### src/rtl/fetch_sequencer.sv
// Fetch sequencer: drives the instruction-memory PC through an
// IDLE/RUN/HALTED program lifecycle and counts retired instructions.
module fetch_sequencer #(
   parameter int PC_W  = 10,
   parameter int CNT_W = 16
) (
   input  logic             Clk,
   input  logic             Reset,
   input  logic             Start,
   input  logic [PC_W-1:0]  StartAddr,
   input  logic             Halt,
   input  logic             JumpEn,
   input  logic             BranchEn,
   input  logic             Zero,
   input  logic [PC_W-1:0]  Target,
   input  logic             Stall,
   output logic [PC_W-1:0]  PC,
   output logic             FetchValid,
   output logic             Done,
   output logic [CNT_W-1:0] InstrCount
);

   typedef enum logic [1:0] {
      S_IDLE,
      S_RUN,
      S_HALT
   } state_t;

   state_t           state_q;
   logic [PC_W-1:0]  pc_q;
   logic [CNT_W-1:0] cnt_q;
   logic             done_q;
   logic             take_tgt;

   // Jump+branch together takes Target whatever Zero says.
   assign take_tgt = JumpEn | (BranchEn & Zero);

   always_ff @(posedge Clk) begin
      if (Reset) begin
         state_q <= S_IDLE;
         pc_q    <= '0;
         cnt_q   <= '0;
         done_q  <= 1'b0;
      end else if (!Stall) begin
         unique case (state_q)
            S_IDLE, S_HALT: begin
               if (Start) begin
                  state_q <= S_RUN;
                  pc_q    <= StartAddr;
                  cnt_q   <= '0;
                  done_q  <= 1'b0;
               end
            end
            S_RUN: begin
               if (cnt_q != '1)
                  cnt_q <= cnt_q + CNT_W'(1);
               if (Halt) begin
                  state_q <= S_HALT;
                  done_q  <= 1'b1;
               end else if (take_tgt) begin
                  pc_q <= Target;
               end else begin
                  pc_q <= pc_q + PC_W'(1);
               end
            end
            default: begin
               state_q <= S_IDLE;
               done_q  <= 1'b0;
            end
         endcase
      end
   end

   assign PC         = pc_q;
   assign InstrCount = cnt_q;
   assign Done       = done_q;
   assign FetchValid = (state_q == S_RUN);

endmodule
### config.mk
export PLATFORM = sky130hd
export DESIGN_NAME = fetch_sequencer
export DESIGN_NICKNAME = d
export VERILOG_FILES = /design/src/rtl/fetch_sequencer.sv
export SDC_FILE = /design/constraint.sdc
export NUM_CORES = 1
export LEC_CHECK = 0
export CORE_UTILIZATION = 41
export CTS_CLUSTER_SIZE = 30
export DETAILED_ROUTE_END_ITERATION = 8
export PLACE_DENSITY = 0.78
export SLEW_MARGIN = 20
export SYNTH_ARGS = -nofsm -noshare
export SYNTH_HDL_FRONTEND = slang
export SYNTH_SLANG_ARGS = --single-unit
### constraint.sdc
create_clock -name Clk -period 2.2 [get_ports Clk]
set_clock_uncertainty 0.15 [all_clocks]
set_input_delay 0.33 -clock Clk [delete_from_list [all_inputs] [get_ports Clk]]
set_output_delay 0.33 -clock Clk [all_outputs]
set_load 0.005 [all_outputs]
# Word level (Yosys, flattened, before mapping)
# Index checks and enable logic that the tools add are counted.
[word_totals]
ff_bits = 29
input_bits = 28
[op_classes]
add_sub_neg = 2
n_eq_ne = 7
muxes = 13
n_bitwise = 3
reduce_logical = 6
[op_table]
columns = ["op", "count"]
rows = [
  ["16-bit 2-to-1 mux", 2],
  ["16-bit one-hot mux with 2 select lines", 1],
  ["10-bit 2-to-1 mux", 3],
  ["10-bit one-hot mux with 2 select lines", 1],
  ["16-bit by 1-bit adder with 16-bit output, second input constant", 1],
  ["16-bit != test, second input constant", 1],
  ["10-bit by 1-bit adder with 10-bit output, second input constant", 1],
  ["4-bit AND reduction", 2],
  ["2-bit != test, second input constant", 3],
  ["2-bit 2-to-1 mux", 2],
  ["2-bit one-hot mux with 2 select lines", 1],
  ["3-bit AND reduction", 1],
  ["2-bit by 1-bit == test with 1-bit output, second input constant", 1],
  ["2-bit == test, second input constant", 1],
  ["2-bit zero test", 1],
  ["1-bit 2-to-1 mux", 2],
  ["2-bit by 1-bit != test with 1-bit output, second input constant", 1],
  ["1-bit one-hot mux with 2 select lines", 1],
  ["2-bit nonzero test", 1],
  ["2-bit OR reduction", 1],
  ["1-bit AND", 1],
  ["1-bit NOT", 1],
  ["1-bit OR", 1],
]

# Depth between registers and ports, before layout
# Gate-level depths: netlist of run 1.
[depth]
depth_word = 5
depth_mapped = 6

# Worst setup path before layout of run 1
# No wires, ideal clock.
[synth_timing]
kind = "flip-flop to flip-flop"
startpoint = "register pc_q[0] (netlist: PC[0])"
endpoint = "register pc_q[8] (netlist: PC[8])"
t_arrival_ns = 1.568
path_slack_ns = 0.394
path_stages_with_launch = 6
n_path_buf = 0
path_cell_list = "dfxtp_1 > ha_1 > nand2_1 > or4_1 > a31o_1 > a311oi_2"
[synth_via]
elab_chain_cells = 4
[synth_lines]
columns = ["element", "line", "text"]
rows = [
  ["from (decl)", "30", "logic [PC_W-1:0] pc_q;"],
  ["from (signal assigned)", "49", "pc_q <= StartAddr;"],
  ["from (signal assigned)", "61", "pc_q <= Target;"],
  ["from (signal assigned)", "63", "pc_q <= pc_q + PC_W'(1);"],
  ["10-bit by 1-bit adder with 10-bit output", "63", ""],
  ["10-bit 2-to-1 mux", "60", "end else if (take_tgt) begin"],
  ["10-bit 2-to-1 mux", "57", "if (Halt) begin"],
  ["10-bit one-hot mux with 2 select lines", "45", "unique case (state_q)"],
]
# Every way passes these cells. The select of a mux whose other input is x is not followed.
# A chain may end at the register's enable or synchronous reset.

==> results of run 1 <==
[cells by family after synthesis]
| family | count (synthesis) | share of synthesized area, % |
|---|---|---|
| AO/OA/AOI/OAI | 60 | 25.9 |
| XOR/XNOR | 3 | 1.46 |
| adder cells (fa/ha/maj) | 2 | 1.39 |
| buffers and inverters | 16 | 3.81 |
| flip-flops | 28 | 31.1 |
| multiplexers | 11 | 6.10 |
| AND/OR/NAND/NOR | 95 | 30.2 |
[layout by cell type (no fill, tap or decap), types with 6 or more instances in the layout]
cell type,count
a21oi_1,11
a311oi_1,7
buf_4,13
clkdlybuf4s50_1,55
dfxtp_1,28
inv_1,6
mux2i_1,11
nand2_1,21
nand2b_1,10
nand3_1,6
nor2_1,13
nor4_1,8
o21ai_0,13
o31ai_1,6
or3_1,12
[worst max-delay path by stage]
stage                            start                     endpoint  slack (ps)
floorplan           PC[0]$_SDFFE_PP0P_           PC[8]$_SDFFE_PP0P_         390
global placement                 Start  InstrCount[13]$_SDFFE_PP0P_          60
detailed placement               Stall   InstrCount[5]$_SDFFE_PP0P_           3
CTS                  Done$_SDFFE_PP0P_                   FetchValid         110
global route         Done$_SDFFE_PP0P_                   FetchValid          30
finish               Done$_SDFFE_PP0P_                   FetchValid         100
[metrics by stage]
step	worst slack (ps)	utilization (%)	instances	hold WS (ps)
after floorplan	394	-	215	304
after global placement	57.1	60.6	325	310
after detailed placement	2.86	60.6	325	312
after CTS	107	61.9	329	332
after global routing	27.3	61.9	329	381
final	97.5	61.9	329	329
[layout make-up]
class	count	area share, %
inverter	7	1.03
sequential	28	22.0
timing repair buffer	69	26.2
multi-input combinational	171	46.1
clock buffer	4	2.16
tap	50	2.46
[critical path: cells and delay by family, from the launching register on]
family	cells	cell delay [ps]
buffers and inverters	2	820
and+or+nand+nor	1	210
DFF	1	320
[flip-flops by register name (all words and copies together) (netlist names)]
name and flops:
Done 1, state_q 1, PC 10, InstrCount 16
[report_power, final]
part           switching (W)  total, W  internal [W]
clock network       0.000174  0.000335      0.000161
logic               0.000112  0.000257      0.000145
registers          0.0000235  0.000549      0.000525
total               0.000310   0.00114      0.000831
[per-layer routing]
metal,vias up,global-route usage [%],wire [um]
met3,2,3.17,247
li1,948,-,-
met1,869,31.6,2290
met2,50,33.5,2200
met4,0,5.21,27
met5,-,0,0
==> results.txt, run 1 <==
Die width -> 68.3 um
Inserted Diodes -> 0
Yosys top cell area share -> 31.1%
FF-to-FF path depth -> 5
1st-pass router iterations -> 4
Cell taking the most area after synthesis -> dfxtp_1
Slowest stage cell, crit path -> clkdlybuf4s50_1
Initial DRC count -> 119
Sequential cell area -> 561 sq um
Core Area -> 4120 sq um
Hold buffer count at CTS -> 0
Fin crit share -> 95.6%
Worst hold start -> InstrCount[5]$_SDFFE_PP0P_
Post-route setup TNS -> 0 ps
Final Power -> 0.00114 W
Port buffer count -> 55
Starting Density -> 43.8%
Main flop type after synthesis -> dfxtp_1
Vias per std cell -> 5.68
Slew @ Worst Pin -> 805 ps
Sequential share of the synthesized area -> 31.1%
WHS Path Cells -> 1
Final nets -> 310
Fmax -> 0.476 GHz
Synth cell count leaders -> dfxtp_1 (28), nand2_1 (21), nor2_1 (13), o21ai_0 (13), or3_1 (12)
Clock Tree Root -> clkbuf_8
All-Layer GR Usage -> 21.8%
Area of the mapped netlist -> 1800 sq um
Worst r2r src -> state_q[0]$_SDFFE_PP0P_
Area occupied by multi-input gates -> 1170 sq um
Global-route wire length before repair -> 7600 um
Max-slew violation count -> 0
Final setup vio count -> 0
Final hold violation count -> 0
Cell with the most instances after synthesis -> dfxtp_1
Minimum clock period -> 2100 ps
RePlAce Congestion -> 0.922
Req. time, crit path -> 1720 ps
Clock Path Buffers -> 2
Arr. time, crit path -> 1620 ps
Crit path kind -> flop to output port
WHS Endpoint -> InstrCount[5]$_SDFFE_PP0P_
Via count -> 1869
Top cells by area, synth -> dfxtp_1 (31%), mux2i_1 (6.1%), nand2_1 (4.4%)
HP Class -> flop to flop
Mapped Nets -> 245
Asr flop ratio synth -> 0%
Wire per inst -> 14.5 um
CTS buffer count -> 3
Max Cap Violations -> 0
Share of post-route cells with drive strength above 1 -> 11.5%
Post-CTS Resized -> 0
Synth-to-Final Area Change -> 41.2%
Cell Rows -> 23
Largest net degree at the start of global routing -> 23
R2r setup slk -> 300 ps
# IOs -> 56
RSZ-0062 raised after global routing -> false
DRT Wirelength -> 4770 um
Worst path cell trace -> nand2b_1, inv_2, clkdlybuf4s50_1
Maximum vdd drop -> 0.000274 V
Post-synth EDFFs -> 0
Die area -> 4670 sq um
Cell Area, Placed -> 2490 sq um
H-Tree Depth -> 1
Distinct cell type count of the synthesized netlist -> 52
Max incr delay on CP -> 560 ps
Fin area -> 2550 sq um
Clock transition at path regs -> 100 ps
FF-to-FF End -> InstrCount[13]$_SDFFE_PP0P_
Ys Warns -> 0
Fillcell total -> 388
Cell leakage power -> 0.866 nW
PwrDens -> 448 nW/um^2
Critical Path Fanout Max -> 14
Average size of a mapped cell -> 8.39 sq um
Rel. slew slack -> 46.1%
Total gr overflow -> 0
Clock Sinks -> 28
Synth Instances -> 215
CTS tree -> done
Worst-Skew Late Latency -> 280 ps
Post-DRT Antenna Nets -> 0
Status -> finished clean
Chip height -> 68.3 um
DRC Markers -> 0
Vias in the first global route -> 1599
Initial antenna violation count -> 0
Detailed Place HPWL -> 3570 um
Startpoint Class -> flop
#FFs+latches synth -> 28
Crit end category -> output port
# Post-CTS Setup Buffers -> 0
No activity file was read; power rests on OpenSTA's default activity.
==> inputs of run 2 (changes only) <==
--- a/config.mk
+++ b/config.mk
@@ -5,6 +5,7 @@
 export SDC_FILE = /design/constraint.sdc
 export NUM_CORES = 1
 export LEC_CHECK = 0
+export CORE_MARGIN = 2
 export CORE_UTILIZATION = 41
 export CTS_CLUSTER_SIZE = 30
 export DETAILED_ROUTE_END_ITERATION = 8
==> results.txt, run 2 (synthesized netlist as in run 1, its figures left out) <==
Arr. time, crit path -> 1620 ps (about the same)
Worst path cell trace -> nand2b_1, inv_2, clkdlybuf4s50_1
Detail Route met2 WL -> 2380 um (+8.2%)
Post-DRT Antenna Nets -> 0 (unchanged)
Max incr delay on CP -> 530 ps (-30 ps)
Final nets -> 312 (+0.65%)
Hold buffer count at CTS -> 0 (unchanged)
Chip height -> 70.3 um (+2.9%)
CTS tree -> done
Share of post-route cells with drive strength above 1 -> 12.1% (+0.63 points)
Slowest stage cell, crit path -> clkdlybuf4s50_1
Post-route setup TNS -> 0 ps (unchanged)
Slew @ Worst Pin -> 743 ps (-62.0 ps)
Utilization after layout -> 59.7% (-2.2 points)
Max Cap Violations -> 0 (unchanged)
Commonest non-fill, non-tap cell in the layout -> clkdlybuf4s50_1
Worst-Skew Late Latency -> 290 ps (about the same)
Top layer reached by signal wires -> met4
Critical Path Fanout Max -> 7 (-7)
Req. time, crit path -> 1720 ps (about the same)
Cell leakage power -> 0.877 nW (+1.2%)
Clock Tree Root -> clkbuf_8
Fmax -> 0.475 GHz (about the same)
Vias in the first global route -> 1754 (+9.7%)
Largest net degree at the start of global routing -> 23 (unchanged)
Minimum clock period -> 2100 ps (+1.57 ps)
RSZ-0062 raised after global routing -> false
Detailed Place HPWL -> 3670 um (+2.9%)
Total gr overflow -> 0 (unchanged)
Most frequent cells in the layout -> clkdlybuf4s50_1 (55), dfxtp_1 (28), nand2_1 (21)
Initial DRC count -> 100 (-16%)
Global-route wire length before repair -> 8180 um (+7.6%)
Core Area -> 4290 sq um (+4.3%)
Port buffer count -> 55 (unchanged)
Final hold violation count -> 0 (unchanged)
# Post-CTS Setup Buffers -> 0 (unchanged)
Synth-to-Final Area Change -> 42.2%
Inserted Diodes -> 0 (unchanged)
Wire per inst -> 14.8 um (+2.1%)
Clock Path Buffers -> 2 (unchanged)
Metal-1 WL -> 2210 um (-3.4%)
Via count -> 1904 (+1.9%)
All-Layer GR Usage -> 20.2% (-1.6 points)
Startpoint Class -> flop
Maximum vdd drop -> 0.000243 V (-12%)
Rel. slew slack -> 50.3% (+4.1 points)
Initial antenna violation count -> 0 (unchanged)
# IOs -> 56 (unchanged)
Max-slew violation count -> 0 (unchanged)
H-Tree Depth -> 1 (unchanged)
Post-CTS Resized -> 0 (unchanged)
CTS buffer count -> 3 (unchanged)
Vias per std cell -> 5.72 (+0.65%)
DRT Wirelength -> 4930 um (+3.4%)
Die area -> 4950 sq um (+5.9%)
Fin crit share -> 95.6% (about the same)
Final setup vio count -> 0 (unchanged)
Crit end category -> output port
Max FFs per register -> 16 (unchanged)
Crit path kind -> flop to output port
HP Class -> flop to flop
1st-pass router iterations -> 4 (unchanged)
RePlAce Congestion -> 0.810 (-12%)
Starting Density -> 42.0% (-1.8 points)
CP delay by family, top -> buffers and inverters
Clock Sinks -> 28 (unchanged)
Area occupied by multi-input gates -> 1170 sq um (unchanged)
Die width -> 70.3 um (+2.9%)
DRC Markers -> 0 (unchanged)
PwrDens -> 449 nW/um^2 (+0.31%)
Sequential cell area -> 561 sq um (unchanged)
Final Power -> 0.00115 W (+1.0%)
Fillcell total -> 394 (+1.5%)
Crit path buf inv count -> 2 (unchanged)
Status -> finished clean
Cell Rows -> 24 (+4.3%)
Clock transition at path regs -> 100 ps (about the same)
WL met3 -> 252 um (+2.0%)
run 2: cell types whose count changed in the layout (fill, tap and decap cells not counted):
cell,delta
buf_4,+2
run 2: through the flow:
stage               hold slack (ps)  std cells  instance area [sq um]  worst slack, ps
floorplan                       304        215                   1800              394
CTS                             339        333                   2560             85.4
global placement                310        329                   2510             74.2
detailed placement              318        329                   2510             33.7
finish                          342        333                   2560             95.9
global route                    375        333                   2560             37.0
run 2: power breakdown:
| group | total, W | internal (W) | switching [W] | leakage (nW) |
|---|---|---|---|---|
| combinational | 0.000261 | 0.000150 | 0.000111 | 0.620 |
| clock | 0.000341 | 0.000161 | 0.000179 | 0.0288 |
| sequential | 0.000551 | 0.000525 | 0.0000256 | 0.228 |
| total | 0.00115 | 0.000836 | 0.000316 | 0.877 |
run 2: routing by layer:
metal / GRT usage [%] / vias to the layer above
met5: 0 / -
met4: 8.55 / 0
met3: 2.02 / 7
met2: 32.4 / 50
met1: 27.5 / 891
li1: - / 956
run 2: path summary, 6_finish.rpt:
check	from	cells after the start	to	slack, ps
max	Done$_SDFFE_PP0P_	3	FetchValid	100
min	InstrCount[5]$_SDFFE_PP0P_	1	InstrCount[5]$_SDFFE_PP0P_	340
max reg2reg	state_q[0]$_SDFFE_PP0P_	5	InstrCount[13]$_SDFFE_PP0P_	250
min reg2reg	InstrCount[5]$_SDFFE_PP0P_	1	InstrCount[5]$_SDFFE_PP0P_	340
run 2: cell type report:
cell class	count	share of cell area [%]
clock buffer	4	2.15
multi-input combinational	171	45.8
tap	52	2.54
sequential	28	21.9
inverter	7	1.02
timing repair buffer	71	26.6
==> inputs of run 3 (changes only) <==
--- a/config.mk
+++ b/config.mk
@@ -9,8 +9,10 @@
 export CORE_UTILIZATION = 41
 export CTS_CLUSTER_SIZE = 30
 export DETAILED_ROUTE_END_ITERATION = 8
+export MAX_ROUTING_LAYER = met4
 export PLACE_DENSITY = 0.78
 export SLEW_MARGIN = 20
 export SYNTH_ARGS = -nofsm -noshare
 export SYNTH_HDL_FRONTEND = slang
 export SYNTH_SLANG_ARGS = --single-unit
+export TNS_END_PERCENT = 20
==> results.txt, run 3 (synthesized netlist as in run 1, its figures left out) <==
Status -> finished clean
Global-route wire length before repair -> 8180 um (unchanged)
Die width -> 70.3 um (unchanged)
DRC Markers -> 0 (unchanged)
Fillcell total -> 394 (unchanged)
Crit path kind -> flop to output port
Max FFs per register -> 16 (unchanged)
Vias in the first global route -> 1751 (-0.17%)
Wire per inst -> 14.9 um (+0.73%)
Final nets -> 312 (unchanged)
Vias per std cell -> 5.72 (+0.11%)
Detail Route met2 WL -> 2390 um (+0.38%)
Detailed Place HPWL -> 3670 um (unchanged)
Via count -> 1906 (+0.11%)
H-Tree Depth -> 1 (unchanged)
Slowest stage cell, crit path -> clkdlybuf4s50_1
Utilization after layout -> 59.7% (unchanged)
Clock Path Buffers -> 2 (unchanged)
WHS Path Cells -> 1 (unchanged)
Final hold violation count -> 0 (unchanged)
Worst hold start -> InstrCount[5]$_SDFFE_PP0P_
Synth-to-Final Area Change -> 42.2% (unchanged)
WHS Endpoint -> InstrCount[5]$_SDFFE_PP0P_
Cell Rows -> 24 (unchanged)
R2r setup slk -> 250 ps (about the same)
Critical Path Fanout Max -> 7 (unchanged)
Port buffer count -> 55 (unchanged)
Clock Sinks -> 28 (unchanged)
Maximum vdd drop -> 0.000242 V (-0.26%)
Rel. slew slack -> 50.4% (+0.15 points)
Crit end category -> output port
Max incr delay on CP -> 530 ps (about the same)
Die area -> 4950 sq um (unchanged)
Arr. time, crit path -> 1640 ps (+20 ps)
Initial DRC count -> 86 (-14%)
HP Class -> flop to flop
Commonest non-fill, non-tap cell in the layout -> clkdlybuf4s50_1
Top layer reached by signal wires -> met4
Chip height -> 70.3 um (unchanged)
Initial antenna violation count -> 0 (unchanged)
Worst path cell trace -> nand2b_1, inv_2, clkdlybuf4s50_1
Worst-Skew Late Latency -> 290 ps (about the same)
Clock Tree Root -> clkbuf_8
Largest net degree at the start of global routing -> 23 (unchanged)
Post-DRT Antenna Nets -> 0 (unchanged)
WL met3 -> 217 um (-14%)
Core Area -> 4290 sq um (unchanged)
Max-slew violation count -> 0 (unchanged)
Max Cap Violations -> 0 (unchanged)
# Post-CTS Setup Buffers -> 0 (unchanged)
CTS buffer count -> 3 (unchanged)
Share of post-route cells with drive strength above 1 -> 12.1% (unchanged)
FF-to-FF path depth -> 5 (unchanged)
# IOs -> 56 (unchanged)
Final setup vio count -> 0 (unchanged)
FF-to-FF End -> InstrCount[13]$_SDFFE_PP0P_
Req. time, crit path -> 1720 ps (about the same)
Clock transition at path regs -> 100 ps (about the same)
Cell leakage power -> 0.877 nW (unchanged)
Most frequent cells in the layout -> clkdlybuf4s50_1 (55), dfxtp_1 (28), nand2_1 (21)
Post-CTS Resized -> 0 (unchanged)
RSZ-0062 raised after global routing -> false
CTS tree -> done
PwrDens -> 449 nW/um^2 (about the same)
Slew @ Worst Pin -> 741 ps (-2.18 ps)
All-Layer GR Usage -> 20.8% (+0.56 points)
Worst r2r src -> state_q[0]$_SDFFE_PP0P_
Total gr overflow -> 0 (unchanged)
Fmax -> 0.471 GHz (-0.93%)
Inserted Diodes -> 0 (unchanged)
Starting Density -> 42.0% (unchanged)
Post-route setup TNS -> 0 ps (unchanged)
DRT Wirelength -> 4960 um (+0.73%)
1st-pass router iterations -> 4 (unchanged)
Minimum clock period -> 2120 ps (+19.8 ps)
RePlAce Congestion -> 0.822 (+1.5%)
Fin crit share -> 96.5% (+0.90 points)
Startpoint Class -> flop
Metal-1 WL -> 2270 um (+2.8%)
Hold buffer count at CTS -> 0 (unchanged)
[run 3: cell counts in the layout (fill, tap and decap cells not counted)]
No cell type changed its count.
[run 3: worst max path at each step]
stage / startpoint / endpoint / slack (ps)
after floorplan: PC[0]$_SDFFE_PP0P_ / PC[8]$_SDFFE_PP0P_ / 390
after global placement: Start / InstrCount[5]$_SDFFE_PP0P_ / 70
after global routing: Done$_SDFFE_PP0P_ / FetchValid / 40
final: Done$_SDFFE_PP0P_ / FetchValid / 80
after detailed placement: Stall / InstrCount[13]$_SDFFE_PP0P_ / 30
after CTS: Done$_SDFFE_PP0P_ / FetchValid / 90
[run 3: final cells by class]
cell class / instances / area [sq um] / area share [%]
clock buffers: 4 / 55.1 / 2.15
inverters: 7 / 26.3 / 1.02
multi-input cells: 171 / 1170 / 45.8
flip-flops and latches: 28 / 561 / 21.9
well taps: 52 / 65.1 / 2.54
repair buffers: 71 / 683 / 26.6
[run 3: power breakdown]
| part | switching, W | internal (W) | leakage (nW) | total (W) |
|---|---|---|---|---|
| clock network | 0.000179 | 0.000161 | 0.0288 | 0.000340 |
| registers | 0.0000258 | 0.000525 | 0.228 | 0.000551 |
| logic | 0.000112 | 0.000150 | 0.620 | 0.000261 |
| total | 0.000317 | 0.000836 | 0.877 | 0.00115 |
[run 3: layer usage]
layer | track usage, % | up-vias
met5 | - | -
met4 | 8.55 | 0
met3 | 2.02 | 7
met2 | 32.4 | 51
met1 | 27.5 | 893
li1 | - | 955
[run 3: through the flow]
step                instances  instance area [sq um]  total power, W  hold WS [ps]  setup slack (ps)
floorplan                 215                   1800        0.000680           304               394
global placement          329                   2510        0.000818           310              74.2
detailed placement        329                   2510        0.000823           318              33.7
CTS                       333                   2560         0.00116           339              85.4
global route              333                   2560         0.00120           375              37.0
finish                    333                   2560         0.00115           346              76.1
[run 3: worst max-delay path: cells and delay by family (launching register included)]
family,cells,cell delay (ps)
and+or+nand+nor,1,240
buffers and inverters,2,730
DFF,1,380
==> RTL change (config.mk and constraints of run 3) <==
`PC_W`: 10 -> 20.
--- a/src/rtl/fetch_sequencer.sv
+++ b/src/rtl/fetch_sequencer.sv
@@ -1,7 +1,7 @@
 // Fetch sequencer: drives the instruction-memory PC through an
 // IDLE/RUN/HALTED program lifecycle and counts retired instructions.
 module fetch_sequencer #(
-   parameter int PC_W  = 10,
+   parameter int PC_W  = 20,
    parameter int CNT_W = 16
 ) (
    input  logic             Clk,
Interface: changed (resized PC, StartAddr and Target); port bits go from 56 to 86. The function was not compared with the original's and may differ.
==> RTL change against run 3 <==
  * Synthesized area is 32% higher
  * Sequential cell count is 11 higher
  * Final area is 49% higher
  * Via count is 56% higher
  * Worst setup slack worse by 0.041 ns
  * Total power is 59% higher
  * Wire length is 68% higher
  * Sequential share of layout area is 1.0 points lower
==> RTL change: results (changes against run 3) <==
Detailed placer's ending HPWL: 6.036 mm (was 3.671 mm). Top cells by count, synth: sky130_fd_sc_hd__dfxtp_1, sky130_fd_sc_hd__nor2_1, sky130_fd_sc_hd__nand2_1, sky130_fd_sc_hd__o21ai_0, sky130_fd_sc_hd__a21oi_1 (was sky130_fd_sc_hd__dfxtp_1, sky130_fd_sc_hd__nand2_1, sky130_fd_sc_hd__nor2_1, sky130_fd_sc_hd__o21ai_0, sky130_fd_sc_hd__or3_1). The run gives 2 (was 1) as the H-tree level count.

The run gives 2 (was 0) as the number of cells upsized or downsized after cts. The startpoint of the worst hold path was InstrCount[13] (was InstrCount[5]). The arrival time of data at the critical path endpoint was 2.22 ns (was 1.64 ns).

The count of cells along the worst hold path works out to 2 (was 1). The highest cell delay on the worst timing path came out at 0.50 ns (was 0.53 ns). Post-synthesis area per instance: 7.499 µm² (was 8.392 µm²). The run gives 0.9049 (was 0.8219) as the routability congestion estimate.

The starting DRC count in detailed routing is 216 (was 86). The met1 routed wirelength after detailed routing was 3.618 mm (was 2.273 mm); the iteration count of the initial detailed-routing pass was 5 (was 4). The placed cell count was 505 (was 329); the maximum number of pins on one net before global-route repair was 27 (was 23). For the setup slack at placement, the log shows -0.1012 ns (was 0.03368 ns). The worst hold slack is 0.3664 ns (was 0.3457 ns).

The critical-path maximum fanout is 2 (was 7), and the layout net count is 492 (was 312). The number of distinct standard cells referenced by the synthesized netlist is 46 (was 52), and the number of flip-flops in the largest register is 20 (was 16). The cell family contributing the most delay on the critical path is simple AND/OR/NAND/NOR gates (was buffers and inverters). The run finished with clean final reports. The tools report the first-pass GRT wire length as 13.37 mm (was 8.176 mm). The total via count in the routed design was 2974 (was 1906); the register-to-register setup slack was 0.03 ns (was 0.25 ns). The tools report the capture instance of the worst register-to-register path as PC[19] (was InstrCount[13]).

Total met3 wirelength after detailed routing: 461 µm (was 217 µm). The number of buffer cells added on primary ports is 85 (was 55). The tools report the origin of the critical flop-to-flop path as PC[7] (was state_q[0]).

The run gives 0.03472 ns (was 0.07608 ns) as the slack of the critical path. For the sequential element share of the synthesized area, the log shows 0.3284 (was 0.3107). The area of placed instances is 3656 µm² (was 2510 µm²), and the clock buffer count from CTS is 5 (was 3).

The run gives 4.140 mm (was 2.392 mm) as the total met2 wirelength after detailed routing. The run gives 1.345 mW (was 0.8359 mW) as the internal power consumption. Cell types occupying the most area after synthesis: sky130_fd_sc_hd__dfxtp_1, sky130_fd_sc_hd__o21ai_0, sky130_fd_sc_hd__nor2_1 (was sky130_fd_sc_hd__dfxtp_1, sky130_fd_sc_hd__mux2i_1, sky130_fd_sc_hd__nand2_1). The layout cell share with drive strength beyond 1 was 0.1851 (was 0.1210); the global-route usage over all layers was 0.2693 (was 0.2078). The tools report the cell leakage power as 1.347 nW (was 0.8768 nW).
RTL change: cell families after synthesis:
logic type / after synthesis / share of synthesized area
AO/OA/AOI/OAI: 98 / 0.2616
adder cells (fa/ha/maj): 2 / 0.01052
buffers and inverters: 23 / 0.03631
flip-flops: 39 / 0.3284
AND/OR/NAND/NOR: 139 / 0.3042
XOR/XNOR: 16 / 0.05895
RTL change: worst max-delay path by stage:
| stage | from | cells past startpoint | end | slack, ns |
|---|---|---|---|---|
| 6_report | PC[7] | 5 | PC[19] | 0.03 |
| 5_1_grt | state_q[0] | 6 | InstrCount[9] | -0.01 |
| 4_1_cts | PC[8] | 5 | PC[19] | 0.004 |
| 3_5_place_dp | Start | 7 | InstrCount[12] | -0.10 |
| 3_3_place_gp | Start | 7 | InstrCount[9] | -0.03 |
| 2_1_floorplan | PC[8] | 5 | PC[19] | 0.002 |
RTL change: worst register-to-register path, stage by stage, from the launching register on:
cell and delay, ns:
sky130_fd_sc_hd__dfxtp_2 0.37, sky130_fd_sc_hd__nand4_4 0.11, sky130_fd_sc_hd__or4_4 0.49, sky130_fd_sc_hd__or4_4 0.50
sky130_fd_sc_hd__o31a_1 0.26, sky130_fd_sc_hd__o32ai_2 0.20
RTL change: power by group through the flow:
stage / clock network (mW) / logic (mW) / registers [mW]
after floorplan: 0 / 0.154 / 0.797
after global placement: 0 / 0.415 / 0.785
after detailed placement: 0 / 0.423 / 0.786
after CTS: 0.627 / 0.427 / 0.770
after global routing: 0.672 / 0.467 / 0.776
final: 0.626 / 0.433 / 0.773
RTL change: layout make-up:
cell class	count	area, µm²
inverters	8	30.03
repair buffers	133	1249
clock buffers	6	82.58
clock inverters	2	35.03
multi-input cells	255	1541
fillers	469	1717
flip-flops and latches	39	795.8
well taps	72	90.09
